<file path="src/rtl/screen_sequencer.sv">
// Frame-synchronous OLED screen selector (title/ctrl1/ctrl2/play/over) with post-switch blanking; switches land on frame_begin.
// Define SCREEN_ATTRACT_EN to add the title idle timeout (attract mode into CTRL1 and back).
module screen_sequencer #(
  parameter int unsigned BLANK_FRAMES    = 2,
  parameter int unsigned GAMEOVER_FRAMES = 180,
  parameter int unsigned IDLE_FRAMES     = 600
) (
  input  logic       clk,
  input  logic       reset,
  input  logic       frame_begin,
  input  logic       btn_left,
  input  logic       btn_right,
  input  logic       btn_centre,
  input  logic       game_over,
  output logic [2:0] screen_sel,
  output logic       blank,
  output logic       screen_changed,
  output logic       play_active
);

  typedef enum logic [2:0] {
    S_TITLE = 3'd0,
    S_CTRL1 = 3'd1,
    S_CTRL2 = 3'd2,
    S_PLAY  = 3'd3,
    S_OVER  = 3'd4
  } screen_e;

  localparam logic [7:0] BLANK_LOAD = (BLANK_FRAMES == 0) ? 8'd0 : 8'(BLANK_FRAMES - 1);
  localparam logic [9:0] GO_LIM     = 10'(GAMEOVER_FRAMES);
  localparam logic [9:0] CNT_MAX    = 10'h3FF;

  if (BLANK_FRAMES > 255 || GAMEOVER_FRAMES < 1 || GAMEOVER_FRAMES > 1023 ||
      IDLE_FRAMES < 1 || IDLE_FRAMES > 1023) begin : g_bad_param
    $error("screen_sequencer: parameter out of legal range");
  end

  screen_e    sel_q, sel_d, tgt_q, req_tgt;
  logic       pend_q, blank_q, blank_d, changed_q, play_q;
  logic [7:0] blank_cnt_q;
  logic [9:0] go_cnt_q;
  logic [2:0] btn_q, btn_now, rise;
  logic       req, apply;

`ifdef SCREEN_ATTRACT_EN
  localparam logic [9:0] IDLE_LIM = 10'(IDLE_FRAMES);
  logic [9:0] idle_q;
  logic       att_q, att_pend_q, req_att;
`endif

  // bit 2 = centre, 1 = right, 0 = left
  assign btn_now = {btn_centre, btn_right, btn_left};
  assign rise    = btn_now & ~btn_q;
  // pend_q is only ever high after the accept cycle, so this frame_begin is strictly later
  assign apply   = pend_q & frame_begin;

  always_comb begin
    req     = 1'b0;
    req_tgt = S_TITLE;
`ifdef SCREEN_ATTRACT_EN
    req_att = 1'b0;
`endif
    if (!pend_q && !blank_q) begin
      case (sel_q)
        S_TITLE: if (rise[2]) begin req = 1'b1; req_tgt = S_CTRL1; end
        S_CTRL1: begin
          if (rise[2])      begin req = 1'b1; req_tgt = S_PLAY;  end
          else if (rise[1]) begin req = 1'b1; req_tgt = S_CTRL2; end
          else if (rise[0]) begin req = 1'b1; req_tgt = S_TITLE; end
        end
        S_CTRL2: begin
          if (rise[2])      begin req = 1'b1; req_tgt = S_PLAY;  end
          else if (rise[0]) begin req = 1'b1; req_tgt = S_CTRL1; end
        end
        S_PLAY:  if (game_over) begin req = 1'b1; req_tgt = S_OVER; end
        S_OVER:  if (rise[2] || go_cnt_q >= GO_LIM) begin req = 1'b1; req_tgt = S_TITLE; end
        default: ;
      endcase
`ifdef SCREEN_ATTRACT_EN
      if (!req && rise == 3'b000 && idle_q >= IDLE_LIM) begin
        if (sel_q == S_TITLE) begin
          req     = 1'b1;
          req_tgt = S_CTRL1;
          req_att = 1'b1;
        end else if (att_q && (sel_q == S_CTRL1 || sel_q == S_CTRL2)) begin
          req     = 1'b1;
          req_tgt = S_TITLE;
        end
      end
`endif
    end

    sel_d   = apply ? tgt_q : sel_q;
    blank_d = blank_q;
    if (apply)
      blank_d = (BLANK_FRAMES != 0);
    else if (blank_q && frame_begin && blank_cnt_q == 8'd0)
      blank_d = 1'b0;
  end

  always_ff @(posedge clk or posedge reset) begin
    if (reset) begin
      sel_q       <= S_TITLE;
      tgt_q       <= S_TITLE;
      pend_q      <= 1'b0;
      blank_q     <= 1'b0;
      changed_q   <= 1'b0;
      play_q      <= 1'b0;
      blank_cnt_q <= 8'd0;
      go_cnt_q    <= 10'd0;
      btn_q       <= 3'b000;
`ifdef SCREEN_ATTRACT_EN
      idle_q      <= 10'd0;
      att_q       <= 1'b0;
      att_pend_q  <= 1'b0;
`endif
    end else begin
      btn_q     <= btn_now;
      sel_q     <= sel_d;
      blank_q   <= blank_d;
      changed_q <= apply;
      // computed from next-state so play_active has no extra cycle of lag
      play_q    <= (sel_d == S_PLAY) && !blank_d;

      if (req) begin
        pend_q <= 1'b1;
        tgt_q  <= req_tgt;
      end else if (apply) begin
        pend_q <= 1'b0;
      end

      if (apply)
        blank_cnt_q <= BLANK_LOAD;
      else if (blank_q && frame_begin && blank_cnt_q != 8'd0)
        blank_cnt_q <= blank_cnt_q - 8'd1;

      if (apply && tgt_q == S_OVER)
        go_cnt_q <= 10'd0;
      else if (frame_begin && sel_q == S_OVER && !blank_q && go_cnt_q != CNT_MAX)
        go_cnt_q <= go_cnt_q + 10'd1;

`ifdef SCREEN_ATTRACT_EN
      if (rise != 3'b000 || apply)
        idle_q <= 10'd0;
      else if (frame_begin && !pend_q && !blank_q && idle_q != CNT_MAX &&
               (sel_q == S_TITLE || (att_q && (sel_q == S_CTRL1 || sel_q == S_CTRL2))))
        idle_q <= idle_q + 10'd1;

      if (apply)
        att_q <= att_pend_q;
      else if (rise != 3'b000)
        att_q <= 1'b0;

      if (req)
        att_pend_q <= req_att;
      else if (rise != 3'b000)
        att_pend_q <= 1'b0;
`endif
    end
  end

  assign screen_sel     = sel_q;
  assign blank          = blank_q;
  assign screen_changed = changed_q;
  assign play_active    = play_q;

endmodule

</file>
<file path="config.mk">
export PLATFORM = sky130hd
export DESIGN_NAME = screen_sequencer
export DESIGN_NICKNAME = d
export VERILOG_FILES = /design/src/rtl/screen_sequencer.sv
export SDC_FILE = /design/constraint.sdc
export NUM_CORES = 1
export LEC_CHECK = 0
export CAP_MARGIN = 20
export CORE_MARGIN = 2
export CORE_UTILIZATION = 60
export CTS_CLUSTER_DIAMETER = 200
export CTS_CLUSTER_SIZE = 40
export DETAILED_ROUTE_END_ITERATION = 8
export PLACE_DENSITY = 0.82
export SYNTH_ARGS = -nofsm -noshare
export SYNTH_HDL_FRONTEND = slang
export SYNTH_SLANG_ARGS = --single-unit
</file>
<file path="constraint.sdc">
create_clock -name clk -period 3.2 [get_ports clk]
set_clock_uncertainty 0.2 [all_clocks]
set_input_delay 0.8 -clock clk [delete_from_list [all_inputs] [get_ports clk]]
set_output_delay 0.8 -clock clk [all_outputs]
set_load 0.01 [all_outputs]
</file>
==> insert_results.sql, run 1 <==
INSERT INTO impl_metrics (metric_group, metric, value, unit) VALUES
('logic_synthesis', 'ys_types', '40', ''),
('critical_path', 'path_cells', 'clkdlybuf4s50_1', ''),
('cts', 'ctsRootBufferMaster', 'sky130_fd_sc_hd__clkbuf_4', ''),
('routing', 'dr_vias', '1165', ''),
('grt', 'grt_max_degree', '32', ''),
('sta', 'tightest_slew', '0.552', 'ns'),
('cts', 'hold_buf_count_cts', '0', ''),
('critical_path', 'worstPathMaxFanout', '10', ''),
('sta', 'timing.max_slew.rel_slack', '63.0', '%'),
('grt', 'vias_in_the_first_global_route', '1207', ''),
('final_layout', 'final_cell_mix', '31 x sky130_fd_sc_hd__dfrtp_1, 24 x sky130_fd_sc_hd__nor2_1, 19 x sky130_fd_sc_hd__nand2_1, 12 x sky130_fd_sc_hd__clkdlybuf4s50_1', ''),
('routing', 'drtAntennaViolNets', '0', ''),
('pwr', 'totalPowerFinal', '1.21', 'mW'),
('critical_path', 'critPathLaunchType', 'flip-flop', ''),
('sta', 'setup_ws', '0.645', 'ns'),
('logic_synthesis', 'synthesized_net_count', '172', ''),
('place', 'dp_hpwl', '2.13', 'mm'),
('routing', 'iteration_count_of_the_initial_detailed_routing_pass', '4', ''),
('sta', 'final_period_minus_worst_setup_slack', '2.56', 'ns'),
('logic_synthesis', 'synth_top_cells_by_area', 'sky130_fd_sc_hd__dfrtp_1 47%, sky130_fd_sc_hd__nor2_1 5.5%, sky130_fd_sc_hd__xnor2_1 4.8%', ''),
('logic_synthesis', 'synthCells', '161', ''),
('cts', 'postCtsSetupBuffers', '0', ''),
('final_layout', 'post-route-util', '72.9', '%'),
('final_layout', 'finish.cell_count_without_fillers', '208', ''),
('logic_synthesis', 'synthArstFlopShare', '100', '%'),
('floorplanning', 'chipWidth', '56.2', 'um'),
('pwr', 'cellPowerDensity', '660', 'nW/um^2'),
('logic_synthesis', 'synth_top_cell_by_area', 'sky130_fd_sc_hd__dfrtp_1', ''),
('critical_path', 'crit_slowest_cell', 'sky130_fd_sc_hd__dfrtp_1', ''),
('place', 'io_buffers', '12', ''),
('place', 'detailed_place.area', '1770', 'sq um'),
('sta', 'timing.fmax', '0.391', 'GHz'),
('cts', 'clock_sink_count', '31', ''),
('grt', 'antenna_found_initial', '0', ''),
('critical_path', 'crit_required', '2.20', 'ns'),
('floorplanning', 'core.rowCount', '18', ''),
('place', 'preCtsSetupSlack', '0.399', 'ns'),
('logic_synthesis', 'synth.ff_latch_count', '31', ''),
('logic_synthesis', 'synthFlopType', 'sky130_fd_sc_hd__dfrtp_1', ''),
('floorplanning', 'floorplan.io_pins', '13', ''),
('critical_path', 'criticalPathCategory', 'flip-flop to primary output', ''),
('grt', 'global_route.overflow_total', '0', ''),
('routing', 'wirelength', '2.91', 'mm'),
('place', 'gp_routability_congestion', '0.817', ''),
('final_layout', 'layout.cell_area.non_filler', '1840', 'sq um'),
('grt', 'grt_first_pass_wirelength', '5.09', 'mm'),
('logic_synthesis', 'post_synth_instance_area', '1630', 'sq um'),
('pwr', 'irDropWorstVdd', '0.528', 'mV'),
('floorplanning', 'fp.coreArea', '2520', 'sq um'),
('cts', 'cts-htree-levels', '2', ''),
('logic_synthesis', 'synth-warning-count', '0', ''),
('final_layout', 'layout-area-overhead-vs-synth', '12.5', '%'),
('logic_synthesis', 'synth_top_cell_area_share', '47.5', '%'),
('min_path', 'hp-class', 'flip-flop to flip-flop', ''),
('final_layout', 'multi_input_comb_area', '795', 'sq um'),
('floorplanning', 'die_area', '3160', 'sq um'),
('cts', 'worstSkewPairLatency', '0.32', 'ns'),
('place', 'dp_cells', '200', ''),
('cts', 'clock_path_buffers', '2', ''),
('critical_path', 'cpPeakStageDelay', '0.62', 'ns'),
('critical_path', 'worst-path-buf-inv', '1', ''),
('sta', 'slew_viol_final', '0', ''),
('final_layout', 'insertedDiodeCount', '0', ''),
('status', 'status', 'complete, no violations', ''),
('sta', 'hold_viol', '0', ''),
('routing', 'routed_via_density', '5.60', ''),
('final_layout', 'layout.area.seq', '776', 'sq um'),
('cts', 'count_of_instances_resized_after_the_clock_tree_is_built', '0', ''),
('cts', 'tritoncts_buffer_count', '5', ''),
('logic_synthesis', 'synth_sequential_area_ratio', '47.5', '%'),
('run', 'maxCapViolations', '0', '');
## cells by family after synthesis
| group | count (synthesis) | share of synthesized area, % |
|---|---|---|
| simple gates | 77 | 27.1 |
| flops | 31 | 47.5 |
| fa+ha+maj | 4 | 3.06 |
| compound gates | 17 | 7.89 |
| xor+xnor | 16 | 8.58 |
| buf+inv | 13 | 3.90 |
| mux | 3 | 1.99 |
## flip-flops by register name, indices dropped and copies added (netlist names)
signal and flops:
blank_cnt_q 8, blank 1, tgt_q 3, pend_q 1
play_active 1, go_cnt_q 10, btn_q 3, screen_sel 3
screen_changed 1
## final timing paths
path	from	end	slack (ns)	depth (start not counted)
worst min-delay path	tgt_q[2]$_DFFE_PP0P_	screen_sel[2]$_DFF_PP0_	0.32	2
worst max register to register	screen_sel[1]$_DFF_PP0_	tgt_q[1]$_DFFE_PP0P_	1.22	5
min in group asynchronous	reset	blank_cnt_q[0]$_DFFE_PP0P_	0.64	3
worst max-delay path	screen_sel[1]$_DFF_PP0_	screen_sel[1]	0.64	1
worst min register to register	tgt_q[2]$_DFFE_PP0P_	screen_sel[2]$_DFF_PP0_	0.32	2
max in group asynchronous	reset	tgt_q[1]$_DFFE_PP0P_	1.87	3
## per-layer routing
metal / global-route usage [%] / routed length (um) / part of all wire [%]
met4: 8.84 / 14 / 0.48
met3: 5.35 / 81 / 2.8
met5: 0 / 0 / 0
met2: 33.3 / 1510 / 52
met1: 25.0 / 1300 / 45
## area by class of cell
cell class / instances / area share, %
Clock buffer: 8 / 3.74
Inverter: 9 / 1.84
Multi-Input combinational cell: 117 / 43.2
Sequential cell: 31 / 42.2
Tap cell: 30 / 2.04
Timing Repair Buffer: 13 / 6.94
## cells in the mapped netlist (2+ instances only)
cell type / instances
sky130_fd_sc_hd__nor4_1: 3
sky130_fd_sc_hd__nor2_1: 24
sky130_fd_sc_hd__inv_1: 9
sky130_fd_sc_hd__nand4_1: 4
sky130_fd_sc_hd__o21ai_0: 3
sky130_fd_sc_hd__xor2_1: 7
sky130_fd_sc_hd__a21oi_1: 3
sky130_fd_sc_hd__nand2_1: 19
sky130_fd_sc_hd__nand3_1: 5
sky130_fd_sc_hd__dfrtp_1: 31
sky130_fd_sc_hd__buf_4: 2
sky130_fd_sc_hd__nor2b_1: 3
sky130_fd_sc_hd__mux2_2: 2
sky130_fd_sc_hd__a31oi_2: 2
sky130_fd_sc_hd__nor3_1: 6
sky130_fd_sc_hd__ha_1: 4
sky130_fd_sc_hd__a211oi_1: 2
sky130_fd_sc_hd__xnor2_1: 9
sky130_fd_sc_hd__nand4b_1: 2
## power by group
group	leakage, nW	internal, mW	total, mW	switching, mW
clock	0.0386	0.129	0.256	0.127
sequential	0.408	0.479	0.597	0.118
combinational	0.365	0.172	0.360	0.188
Power figures use the tool's default switching activity.
==> inputs of run 2 (changes only) <==
--- a/config.mk
+++ b/config.mk
@@ -7,11 +7,11 @@
 export LEC_CHECK = 0
 export CAP_MARGIN = 20
 export CORE_MARGIN = 2
-export CORE_UTILIZATION = 60
+export CORE_UTILIZATION = 57
 export CTS_CLUSTER_DIAMETER = 200
 export CTS_CLUSTER_SIZE = 40
 export DETAILED_ROUTE_END_ITERATION = 8
-export PLACE_DENSITY = 0.82
+export PLACE_DENSITY = 0.78
 export SYNTH_ARGS = -nofsm -noshare
 export SYNTH_HDL_FRONTEND = slang
 export SYNTH_SLANG_ARGS = --single-unit
==> constraint.sdc (replaced) <==
create_clock -name clk -period 2.6 [get_ports clk]
set_clock_uncertainty 0.2 [all_clocks]
set_input_delay 0.65 -clock clk [delete_from_list [all_inputs] [get_ports clk]]
set_output_delay 0.65 -clock clk [all_outputs]
set_load 0.01 [all_outputs]
==> insert_results.sql, run 2 (synthesis results as in run 1) <==
INSERT INTO impl_metrics (metric_group, metric, value, unit) VALUES
('cts', 'ctsRootBufferMaster', 'sky130_fd_sc_hd__clkbuf_4', ''),
('routing', 'iteration_count_of_the_initial_detailed_routing_pass', '4', ''),
('routing', 'post-route-drc-count', '0', ''),
('routing', 'detail_route.iter0.violations', '21', ''),
('final_layout', 'insertedDiodeCount', '0', ''),
('grt', 'grt_use_total', '22.2', '%'),
('place', 'dp_hpwl', '2.26', 'mm'),
('status', 'status', 'complete, no violations', ''),
('routing', 'wirelength', '3.13', 'mm'),
('critical_path', 'cp_top_family', 'buffers and inverters', ''),
('critical_path', 'criticalPathCategory', 'flip-flop to primary output', ''),
('critical_path', 'critPathLaunchType', 'flip-flop', ''),
('sta', 'hold_viol', '0', ''),
('floorplanning', 'fp.coreArea', '2730', 'sq um'),
('grt', 'gr-usage-met1', '27.7', '%'),
('pwr', 'p_leak', '0.831', 'nW'),
('grt', 'globalRouteMet3Util', '5.44', '%'),
('floorplanning', 'start_util', '59.8', '%'),
('cts', 'postCtsSetupBuffers', '0', ''),
('cts', 'clock_sink_count', '31', ''),
('run', 'maxCapViolations', '0', ''),
('cts', 'tritoncts_buffer_count', '5', ''),
('floorplanning', 'core.rowCount', '19', ''),
('pwr', 'totalPowerFinal', '1.53', 'mW'),
('routing', 'dr_vias', '1206', ''),
('grt', 'grt_first_pass_wirelength', '5.45', 'mm'),
('final_layout', 'layout-area-overhead-vs-synth', '14.4', '%'),
('routing', 'drtAntennaViolNets', '0', ''),
('grt', 'grt.busiest_layer', 'met2', ''),
('critical_path', 'worstPathMaxFanout', '10', ''),
('grt', 'global_route.overflow_total', '0', ''),
('final_layout', 'multi_input_comb_area', '795', 'sq um'),
('pwr', 'cellPowerDensity', '817', 'nW/um^2'),
('cts', 'count_of_instances_resized_after_the_clock_tree_is_built', '0', ''),
('sta', 'period_share', '93.5', '%'),
('cts', 'tritoncts', 'built', ''),
('cts', 'hold_buf_count_cts', '0', ''),
('final_layout', 'final_common_cell', 'sky130_fd_sc_hd__dfrtp_1', ''),
('floorplanning', 'die_y', '57.5', 'um'),
('critical_path', 'cpPeakStageDelay', '0.63', 'ns'),
('place', 'gp_routability_congestion', '0.811', ''),
('critical_path', 'worst-path-buf-inv', '1', ''),
('critical_path', 'crit_required', '1.75', 'ns'),
('final_layout', 'final_cell_mix', '31 x sky130_fd_sc_hd__dfrtp_1, 24 x sky130_fd_sc_hd__nor2_1, 19 x sky130_fd_sc_hd__nand2_1, 12 x sky130_fd_sc_hd__clkdlybuf4s50_1', ''),
('routing', 'routed_via_density', '5.66', ''),
('final_layout', 'layout.cell_area.non_filler', '1870', 'sq um'),
('floorplanning', 'floorplan.io_pins', '13', ''),
('cts', 'worstSkewPairLatency', '0.34', 'ns'),
('critical_path', 'path_cells', 'clkdlybuf4s50_1', ''),
('place', 'io_buffers', '12', ''),
('final_layout', 'regMostFlops', 'go_cnt_q', ''),
('final_layout', 'layout.area.seq', '776', 'sq um'),
('floorplanning', 'chipWidth', '57.5', 'um'),
('final_layout', 'top_regs', 'go_cnt_q (10), blank_cnt_q (8)', ''),
('final_layout', 'filler_cell_count', '216', ''),
('cts', 'worst_setup_hold_path_clk_slew', '0.09', 'ns'),
('sta', 'tightest_slew', '0.568', 'ns'),
('final_layout', 'drive_above_1_share', '12.6', '%'),
('sta', 'unrepaired_setup_endpoints_after_global_routing', 'false', ''),
('sta', 'timing.max_slew.rel_slack', '61.9', '%'),
('grt', 'grt_max_degree', '13', ''),
('grt', 'vias_in_the_first_global_route', '1230', ''),
('critical_path', 'worstPathArrival', '1.58', 'ns'),
('final_layout', 'final_net_count', '192', ''),
('grt', 'antenna_found_initial', '0', ''),
('sta', 'timing.fmax', '0.411', 'GHz'),
('critical_path', 'reg2reg_setup_slack', '0.62', 'ns'),
('final_layout', 'largest_register_ff_count', '10', ''),
('min_path', 'hp-class', 'flip-flop to flip-flop', ''),
('place', 'detailed_place.area', '1800', 'sq um'),
('grt', 'met2_track_demand_over_resource_in_global_routing', '34.9', '%'),
('cts', 'cts-htree-levels', '2', ''),
('sta', 'setup_viol_count_final', '0', ''),
('floorplanning', 'die_area', '3310', 'sq um'),
('routing', 'wire_per_inst', '14.7', 'um'),
('pwr', 'irDropWorstVdd', '0.767', 'mV'),
('sta', 'final_period_minus_worst_setup_slack', '2.43', 'ns'),
('sta', 'setup_tns', '0', 'ns'),
('cts', 'clock_path_buffers', '2', ''),
('critical_path', 'critPathCaptureType', 'primary output', ''),
('sta', 'slew_viol_final', '0', ''),
('critical_path', 'crit_slowest_cell', 'sky130_fd_sc_hd__clkdlybuf4s50_1', '');
## run 2: changes by cell type in the layout (fill, tap and decap cells not counted), sizes merged
cell | before | now
buf | 1 | 5
## run 2: final cells by class
| type | count | share of cell area, % |
|---|---|---|
| multi-input cells | 117 | 42.5 |
| flip-flops and latches | 31 | 41.5 |
| repair buffers | 17 | 8.43 |
| clock buffers | 8 | 3.68 |
| well taps | 31 | 2.07 |
| inverters | 9 | 1.81 |
## run 2: final timing paths
| kind | from | endpoint | depth (start not counted) |
|---|---|---|---|
| min | tgt_q[2]$_DFFE_PP0P_ | screen_sel[2]$_DFF_PP0_ | 2 |
| max | screen_sel[1]$_DFF_PP0_ | screen_sel[1] | 1 |
| max reg2reg | go_cnt_q[7]$_DFFE_PP0P_ | tgt_q[1]$_DFFE_PP0P_ | 5 |
| min reg2reg | tgt_q[2]$_DFFE_PP0P_ | screen_sel[2]$_DFF_PP0_ | 2 |
| min in group asynchronous | reset | blank_cnt_q[5]$_DFFE_PP0P_ | 2 |
| max in group asynchronous | reset | tgt_q[1]$_DFFE_PP0P_ | 3 |
## run 2: through the flow
stage                     hold slack, ns  util, %  worst slack (ns)  cells
after floorplan                    0.262        -             0.663    161
after global placement             0.302     65.9             0.121    205
after detailed placement           0.310     65.9            0.0848    205
after CTS                          0.331     68.4             0.156    213
after global routing               0.399     68.4            0.0919    213
final                              0.335     68.4             0.169    213
## run 2: routing by layer
layer	vias to the layer above	share of wire [%]
met4	0	3.0
li1	593	-
met1	587	44
met5	-	0
met2	16	50
met3	10	3.1
## run 2: where the power goes
group / internal, mW / switching (mW)
Clock: 0.159 / 0.172
Sequential: 0.589 / 0.147
Combinational: 0.223 / 0.237
